File: src/rtl/mac_lane_scheduler_pkg.sv
// Shared convolution-engine definitions used by the MAC lane scheduler.
//   - MAC pipeline latencies and the resulting default lane count
//   - FP32 positive zero, used for bubble operands and empty accumulators
//   - Scheduler state encoding
package mac_lane_scheduler_pkg;

    localparam int MUL_LATENCY       = 5;
    localparam int ADD_LATENCY       = 7;
    // One accumulator lane per pipeline stage keeps the MAC fully busy
    // while each lane only sees its own previous partial sum.
    localparam int MAC_LANES_DEFAULT = MUL_LATENCY + ADD_LATENCY;

    localparam logic [31:0] FP32_ZERO = 32'h0000_0000;

    typedef enum logic [1:0] {
        ST_IDLE  = 2'd0,
        ST_ISSUE = 2'd1,
        ST_DRAIN = 2'd2
    } sched_state_t;

endpackage

File: src/rtl/mac_lane_scheduler.sv
// mac_lane_scheduler
// Interleaves Lanes independent FP32 dot products through one external
// multiply-accumulate pipeline whose total latency equals Lanes. Each
// pipeline slot s permanently owns lane s, so a lane's partial sum comes
// back from the MAC exactly when that lane's slot comes round again.
//
// Ports
//   clk, aclr          clock, asynchronous active-high reset
//   start, len         job request (sampled in IDLE), terms per lane
//   busy, done         job in progress, one-cycle completion pulse
//   op_valid/op_ready  operand handshake, lane-major operand order
//   op_w, op_i         FP32 weight / input operand
//   mac_nop            1 = bubble slot in the MAC
//   mac_w, mac_i       MAC multiplier operands
//   mac_o              MAC accumulator input (partial sum for this slot)
//   mac_data           MAC result, Lanes cycles after issue
//   res_valid/lane/data  final lane sums, lanes 0..Lanes-1 in order
module mac_lane_scheduler
    import mac_lane_scheduler_pkg::*;
#(
    parameter int DataWidth = 32,
    parameter int Lanes     = MAC_LANES_DEFAULT,
    parameter int LenWidth  = 16,
    localparam int LaneWidth = (Lanes > 1) ? $clog2(Lanes) : 1
) (
    input  logic                 clk,
    input  logic                 aclr,
    input  logic                 start,
    input  logic [LenWidth-1:0]  len,
    output logic                 busy,
    output logic                 done,
    input  logic                 op_valid,
    output logic                 op_ready,
    input  logic [DataWidth-1:0] op_w,
    input  logic [DataWidth-1:0] op_i,
    output logic                 mac_nop,
    output logic [DataWidth-1:0] mac_w,
    output logic [DataWidth-1:0] mac_i,
    output logic [DataWidth-1:0] mac_o,
    input  logic [DataWidth-1:0] mac_data,
    output logic                 res_valid,
    output logic [LaneWidth-1:0] res_lane,
    output logic [DataWidth-1:0] res_data
);

    localparam logic [LaneWidth-1:0] LAST_LANE = LaneWidth'(Lanes - 1);
    localparam logic [DataWidth-1:0] ZERO_WORD = DataWidth'(FP32_ZERO);

    sched_state_t         state_reg, state_next;
    logic [LaneWidth-1:0] slot_reg, slot_next;
    logic [LaneWidth-1:0] exp_reg, exp_next;
    logic [LenWidth-1:0]  round_reg, round_next;
    logic [LenWidth-1:0]  len_reg, len_next;
    logic [Lanes-1:0]     final_reg, final_next;
    logic                 res_valid_reg, res_valid_next;
    logic [LaneWidth-1:0] res_lane_reg, res_lane_next;
    logic [DataWidth-1:0] res_data_reg, res_data_next;
    logic                 done_reg, done_next;

    logic             active;
    logic             accept;
    logic             last_lane;
    logic             last_round;
    logic             slot_wrap;
    logic             lane_empty;
    logic             harvest;
    logic [Lanes-1:0] harvest_hit;

    assign active     = (state_reg == ST_ISSUE) || (state_reg == ST_DRAIN);
    // Operands are lane-major, so the next operand may only enter in the
    // slot that owns its lane; anything else would mix lanes.
    assign op_ready   = (state_reg == ST_ISSUE) && (slot_reg == exp_reg);
    assign accept     = op_valid && op_ready;
    assign last_lane  = (exp_reg == LAST_LANE);
    assign last_round = (round_reg == (len_reg - LenWidth'(1)));
    assign slot_wrap  = (slot_reg == LAST_LANE);

    // A lane with no issued terms yet must start from zero rather than
    // whatever an earlier job left circulating in the MAC pipeline.
    assign lane_empty = (round_reg == '0) && (slot_reg >= exp_reg);

    // The final partial sum of lane gi returns in slot gi one rotation
    // after its last term was issued.
    genvar gi;
    generate
        for (gi = 0; gi < Lanes; gi++) begin : g_harvest
            assign harvest_hit[gi] = active && final_reg[gi]
                                     && (slot_reg == LaneWidth'(gi));
        end
    endgenerate
    assign harvest = |harvest_hit;

    // Bubble slots recirculate the lane's partial sum untouched (O + 0*0).
    assign mac_nop   = !accept;
    assign mac_w     = accept ? op_w : ZERO_WORD;
    assign mac_i     = accept ? op_i : ZERO_WORD;
    assign mac_o     = (active && !lane_empty) ? mac_data : ZERO_WORD;

    assign busy      = (state_reg != ST_IDLE);
    assign done      = done_reg;
    assign res_valid = res_valid_reg;
    assign res_lane  = res_lane_reg;
    assign res_data  = res_data_reg;

    always_comb begin
        state_next     = state_reg;
        slot_next      = slot_reg;
        exp_next       = exp_reg;
        round_next     = round_reg;
        len_next       = len_reg;
        final_next     = final_reg;
        res_valid_next = 1'b0;
        res_lane_next  = res_lane_reg;
        res_data_next  = res_data_reg;
        done_next      = 1'b0;

        case (state_reg)
            ST_IDLE: begin
                if (start && (len != '0)) begin
                    len_next   = len;
                    slot_next  = '0;
                    exp_next   = '0;
                    round_next = '0;
                    final_next = '0;
                    state_next = ST_ISSUE;
                end
            end

            ST_ISSUE, ST_DRAIN: begin
                slot_next = slot_wrap ? '0 : slot_reg + LaneWidth'(1);

                if (accept) begin
                    exp_next = last_lane ? '0 : exp_reg + LaneWidth'(1);
                    if (last_lane) begin
                        round_next = round_reg + LenWidth'(1);
                        if (last_round) begin
                            state_next = ST_DRAIN;
                        end
                    end
                end

                for (int j = 0; j < Lanes; j++) begin
                    if (accept && last_round && (exp_reg == LaneWidth'(j))) begin
                        final_next[j] = 1'b1;
                    end
                    if (harvest_hit[j]) begin
                        final_next[j] = 1'b0;
                    end
                end

                if (harvest) begin
                    res_valid_next = 1'b1;
                    res_lane_next  = slot_reg;
                    res_data_next  = mac_data;
                    // Lanes finish in order, so the last lane closes the job.
                    if (slot_wrap) begin
                        done_next  = 1'b1;
                        state_next = ST_IDLE;
                    end
                end
            end

            default: begin
                state_next = ST_IDLE;
            end
        endcase
    end

    always_ff @(posedge clk or posedge aclr) begin
        if (aclr) begin
            state_reg     <= ST_IDLE;
            slot_reg      <= '0;
            exp_reg       <= '0;
            round_reg     <= '0;
            len_reg       <= '0;
            final_reg     <= '0;
            res_valid_reg <= 1'b0;
            res_lane_reg  <= '0;
            res_data_reg  <= '0;
            done_reg      <= 1'b0;
        end else begin
            state_reg     <= state_next;
            slot_reg      <= slot_next;
            exp_reg       <= exp_next;
            round_reg     <= round_next;
            len_reg       <= len_next;
            final_reg     <= final_next;
            res_valid_reg <= res_valid_next;
            res_lane_reg  <= res_lane_next;
            res_data_reg  <= res_data_next;
            done_reg      <= done_next;
        end
    end

endmodule

File: config.mk
export PLATFORM = sky130hd
export DESIGN_NAME = mac_lane_scheduler
export DESIGN_NICKNAME = d
export VERILOG_FILES = /design/src/rtl/mac_lane_scheduler_pkg.sv /design/src/rtl/mac_lane_scheduler.sv
export SDC_FILE = /design/constraint.sdc
export NUM_CORES = 1
export LEC_CHECK = 0
export ABC_AREA = 1
export CORE_MARGIN = 4
export CORE_UTILIZATION = 30
export CTS_CLUSTER_DIAMETER = 200
export DETAILED_ROUTE_END_ITERATION = 10
export GPL_ROUTABILITY_DRIVEN = 0
export HOLD_SLACK_MARGIN = 0.05
export SETUP_SLACK_MARGIN = 0.05
export SLEW_MARGIN = 30
export SYNTH_ARGS = -nofsm -noshare
export SYNTH_HDL_FRONTEND = slang
export SYNTH_SLANG_ARGS = --single-unit
File: constraint.sdc
create_clock -name clk -period 3.19 [get_ports clk]
set_input_delay 0.7975 -clock clk [delete_from_list [all_inputs] [get_ports clk]]
set_output_delay 0.7975 -clock clk [all_outputs]
set_load 0.05 [all_outputs]
Word-level counts from Yosys, hierarchy flattened

Index checks and enable logic that the tools add are counted.

Reductions and logical operators: 71
Add/sub/neg operators: 4
Eq/ne operators: 41
Multiplexer cells: 51
Order comparisons: 1

Operators by type and width:

| cell                                                                 | count |
|---|---|
| 32-bit 2-to-1 mux                                                    | 3 |
| 16-bit 2-to-1 mux                                                    | 3 |
| 1-bit logical AND                                                    | 42 |
| 3-bit AND reduction                                                  | 13 |
| 3-bit inequality test, second input constant                         | 12 |
| 4-bit by 3-bit == test with 1-bit output, second input constant      | 8 |
| 4-bit == test, second input constant                                 | 8 |
| 16-bit case mux with 2 select lines                                  | 1 |
| 1-bit 2-to-1 mux                                                     | 29 |
| 12-bit case mux with 2 select lines                                  | 1 |
| 16-bit by 1-bit adder with 16-bit output, second input constant      | 1 |
| 16-bit == test                                                       | 1 |
| 4-bit by 2-bit == test with 1-bit output, second input constant      | 4 |
| 16-bit zero test                                                     | 1 |
| 4-bit 2-to-1 mux                                                     | 4 |
| 4-bit case mux with 2 select lines                                   | 2 |
| 16-bit nonzero test                                                  | 1 |
| 16-bit by 1-bit subtractor with 16-bit output, second input constant | 1 |
| 12-bit 2-to-1 mux                                                    | 1 |
| 2-bit 2-to-1 mux                                                     | 6 |
| 12-bit OR reduction                                                  | 1 |
| 4-bit by 1-bit adder with 4-bit output, second input constant        | 2 |
| 4-bit by 1-bit == test with 1-bit output, second input constant      | 2 |
| 4-bit zero test                                                      | 2 |
| other kinds (13)                                                     | 19 |

Output and inout port bits: 137
Input port bits: 116
Flip-flop bits (word level): 92

Logic depth before layout (Yosys ltp)

Depth after elaboration: 8
Depth in mapped cells: 17
Mapped depth without buffers: 16

Worst setup path before layout

No wires, ideal clock.

Kind: register to output
Start: register slot_reg[0]
End: output port mac_i[22]
Buffers on the path: 1
Path slack: 0.096 ns
Cell stages (with the launch flop): 8
Arrival: 2.297 ns
Path through: dfrtp_1 > inv_1 > ha_1 > nand2_1 > nor2_1 > nand3_1 > clkbuf_1 > nor2_1

Word-level cells in the longest chain between the ends: 4

Ends and longest elaborated chain:

| item                   | line                      | source |
|---|---|---|
| start, declared        | mac_lane_scheduler.sv:50  | `logic [LaneWidth-1:0] slot_reg, slot_next;` |
| start signal, assigned | mac_lane_scheduler.sv:183 | `slot_reg <= slot_next;` |
| 4-bit == test          | mac_lane_scheduler.sv:72  | `assign op_ready = (state_reg == ST_ISSUE) && (slot_reg == exp_reg);` |
| 1-bit logical AND      | mac_lane_scheduler.sv:72  |  |
| 1-bit logical AND      | mac_lane_scheduler.sv:73  | `assign accept = op_valid && op_ready;` |
| 32-bit 2-to-1 mux      | mac_lane_scheduler.sv:96  | `assign mac_i = accept ? op_i : ZERO_WORD;` |
| end, declared          | mac_lane_scheduler.sv:38  | `output logic [DataWidth-1:0] mac_i,` |

No other way between the ends.

Worst setup path after layout

Start: register slot_reg[0]
End: output port mac_o[7]

Word-level cells in the longest chain between the ends: 5

Ends and longest elaborated chain:

| item                | line                     | source |
|---|---|---|
| 4-bit >= comparator | mac_lane_scheduler.sv:80 | `assign lane_empty = (round_reg == '0) && (slot_reg >= exp_reg);` |
| 1-bit logical AND   | mac_lane_scheduler.sv:80 |  |
| 1-bit zero test     | mac_lane_scheduler.sv:97 | `assign mac_o = (active && !lane_empty) ? mac_data : ZERO_WORD;` |
| 1-bit logical AND   | mac_lane_scheduler.sv:97 |  |
| 32-bit 2-to-1 mux   | mac_lane_scheduler.sv:97 |  |
| end, declared       | mac_lane_scheduler.sv:39 | `output logic [DataWidth-1:0] mac_o,` |

No other way between the ends.

==> results.json <==
{
  "hold_viol": 0,
  "start_util": 0.309,
  "yosysSeqAreaShare": 0.376,
  "worstPathRequired_ns": 2.39,
  "min_period_ns": 3.01,
  "fp.coreArea_um2": 19800,
  "setup_viol": 0,
  "clock_latency_ns": 0.36,
  "hold_start": "final_reg[1]",
  "rows": 51,
  "tightest_slew_ns": 0.660,
  "path_max_fanout": 8,
  "yosys_warnings": 0,
  "wl_um": 22300,
  "die_area_um2": 22700,
  "final.setup_skew_ns": 0.0179,
  "drive_gt1_frac": 0.198,
  "seq_area_um2": 2310,
  "numClockSinks": 92,
  "ir_drop_mv": 0.434,
  "first_iter_violations": 397,
  "power_density_nw_per_um2": 957,
  "yosys-top-cells-area": "dfrtp_1 (38%), nor2_1 (11%), inv_1 (11%), nand2_1 (9.0%), a21oi_1 (4.4%)",
  "hold_buffers": 0,
  "ios": 253,
  "area_growth_syn_to_layout_pct": 70.9,
  "cts_tree": "yes",
  "clk_pin_slew_ns": 0.07,
  "worstPathArrival_ns": 2.21,
  "grt_pass1_vias": 6095,
  "track_usage": 0.184,
  "die_w_um": 151,
  "synth-seq-cells": 92,
  "final_common_cell": "inv_1",
  "slew_viol_final": 0,
  "cts_buffer_depth": 2,
  "syn_area_per_cell_um2": 6.86,
  "routed_via_density": 4.58,
  "start_kind": "flip-flop",
  "grt_max_degree": 59,
  "cts_htree_levels": 3,
  "holdCritPathClass": "reg -> reg",
  "grt_pass1_wl_um": 32900,
  "rr_startpoint": "exp_reg[1]",
  "critPathLaunch": "slot_reg[0]",
  "grt_antenna_before_repair": 1,
  "synth_top_cell_by_area": "dfrtp_1",
  "synth_top_area_share": 0.376,
  "netlist_area_um2": 6120,
  "grt_overflow": 0,
  "synth_nets": 1025,
  "min_period_over_period": 0.943,
  "via_count": 6461,
  "cpPeakStageDelay_ns": 0.45,
  "crit_path_end_kind": "primary output",
  "fp.dieH_um": 151,
  "synth_cell_types": 36,
  "largest_register_ffs": 32,
  "outcome": "finished, final reports clean",
  "final_cell_mix": "inv_1 (170), clkdlybuf4s50_1 (154), nor2_1 (151), nand2_1 (144), buf_12 (101)",
  "post_drt_wl_per_cell_um": 15.8,
  "worstSetupPathType": "reg -> out",
  "drv_cap": 0,
  "pre_cts_ws_ns": 0.343,
  "final.setup.tns_ns": 0,
  "multi_input_area_um2": 3100,
  "worst_slack_ns": 0.183,
  "root_buffer": "clkbuf_16",
  "p_leak_nw": 4.79,
  "dp_hpwl_um": 17600,
  "crit_slowest_cell": "dfrtp_2",
  "detail-route-antenna-nets": 0,
  "final_nets": 1273,
  "maxSlewHeadroom": 0.559,
  "rsz0062_at_grt": "no",
  "drc": 0,
  "num-fill-cells": 1842,
  "synth_cells": 891,
  "firstDrtPassIters": 5,
  "cts_buffers": 9,
  "fmax_ghz": 0.333,
  "portBuffers": 252,
  "path_cells": "inv_4, ha_1, nand2_1, nor2_4, o2111ai_2, nand2_4, clkbuf_16, nor2_2, buf_12"
}
## through the flow
step	cell area, um^2	instances	hold slack [ns]	utilization	power [mW]
4_1_cts	10200	1402	0.527	0.517	9.44
6_report	10500	1410	0.521	0.528	10.0
5_1_grt	10500	1410	0.556	0.528	10.5
3_3_place_gp	9930	1386	0.505	0.502	8.30
2_1_floorplan	6120	891	0.492	-	5.35
3_5_place_dp	9930	1386	0.515	0.502	8.34
## layout make-up
| class | count | share of cell area |
|---|---|---|
| flip-flops and latches | 92 | 0.221 |
| well taps | 265 | 0.0317 |
| inverters | 178 | 0.0645 |
| repair buffers | 273 | 0.358 |
| diodes | 1 | 0.000239 |
| clock inverters | 6 | 0.00515 |
| clock buffers | 10 | 0.0229 |
| multi-input cells | 585 | 0.297 |
## path summary, 6_finish.rpt
| check | endpoint | slack [ns] | cells past startpoint |
|---|---|---|---|
| min in group asynchronous | len_reg[10] | 0.74 | 2 |
| setup / recovery | mac_o[7] | 0.18 | 9 |
| setup reg to reg | round_reg[3] | 0.57 | 11 |
| hold / removal | final_reg[1] | 0.52 | 2 |
| max in group asynchronous | round_reg[1] | 1.84 | 3 |
| hold reg to reg | final_reg[1] | 0.52 | 2 |
## kinds of logic (layout without fill, tap and decap cells)
| logic type | Yosys count | after routing | synth area share |
|---|---|---|---|
| AO/OA/AOI/OAI | 108 | 108 | 0.100 |
| XOR/XNOR | 20 | 20 | 0.0286 |
| adder cells (fa/ha/maj) | 18 | 18 | 0.0368 |
| buffers and inverters | 214 | 467 | 0.138 |
| flip-flops | 92 | 92 | 0.376 |
| other | 0 | 1 | 0 |
| AND/OR/NAND/NOR | 439 | 439 | 0.320 |
## synthesized netlist by cell type (all sizes together)
| library cell | instances |
|---|---|
| clkinv | 1 |
| xor2 | 12 |
| nor3 | 9 |
| o31ai | 9 |
| o211ai | 1 |
| ha | 18 |
| a31oi | 1 |
| xnor2 | 8 |
| nand2 | 151 |
| nand3 | 57 |
| clkbuf | 8 |
| a21oi | 64 |
| dfrtp | 92 |
| and2 | 2 |
| nor4 | 3 |
| o21ai | 32 |
| o2111ai | 1 |
| nor2 | 195 |
| buf | 28 |
| inv | 177 |
| nand4 | 16 |
| nand3b | 6 |
## critical path: cells and delay by family (launching register included)
kind,cells,cell delay [ns]
simple gates,4,0.45
compound gates,1,0.23
flops,1,0.45
buf+inv,3,0.47
fa+ha+maj,1,0.23
## per-layer routing
| metal | up-vias | global-route usage | share of wire |
|---|---|---|---|
| li1 | 3236 | - | - |
| met1 | 2977 | 0.222 | 0.40 |
| met2 | 221 | 0.327 | 0.50 |
| met3 | 27 | 0.0374 | 0.075 |
| met4 | 0 | 0.0603 | 0.023 |
| met5 | - | 0 | 0 |
## power breakdown
group          switching (mW)  total (mW)  internal (mW)
combinational            4.29        7.25           2.95
clock                   0.501        1.07          0.564
sequential              0.310        1.69           1.38
total                    5.10        10.0           4.90
## what timing repair did
action,4_1_cts,5_1_grt
gates resized for setup,2,49
setup endpoints to repair,87,69
cloned,0,3
setup buffers,0,4
pin swaps,0,0
(Power assumes the default switching activity.)
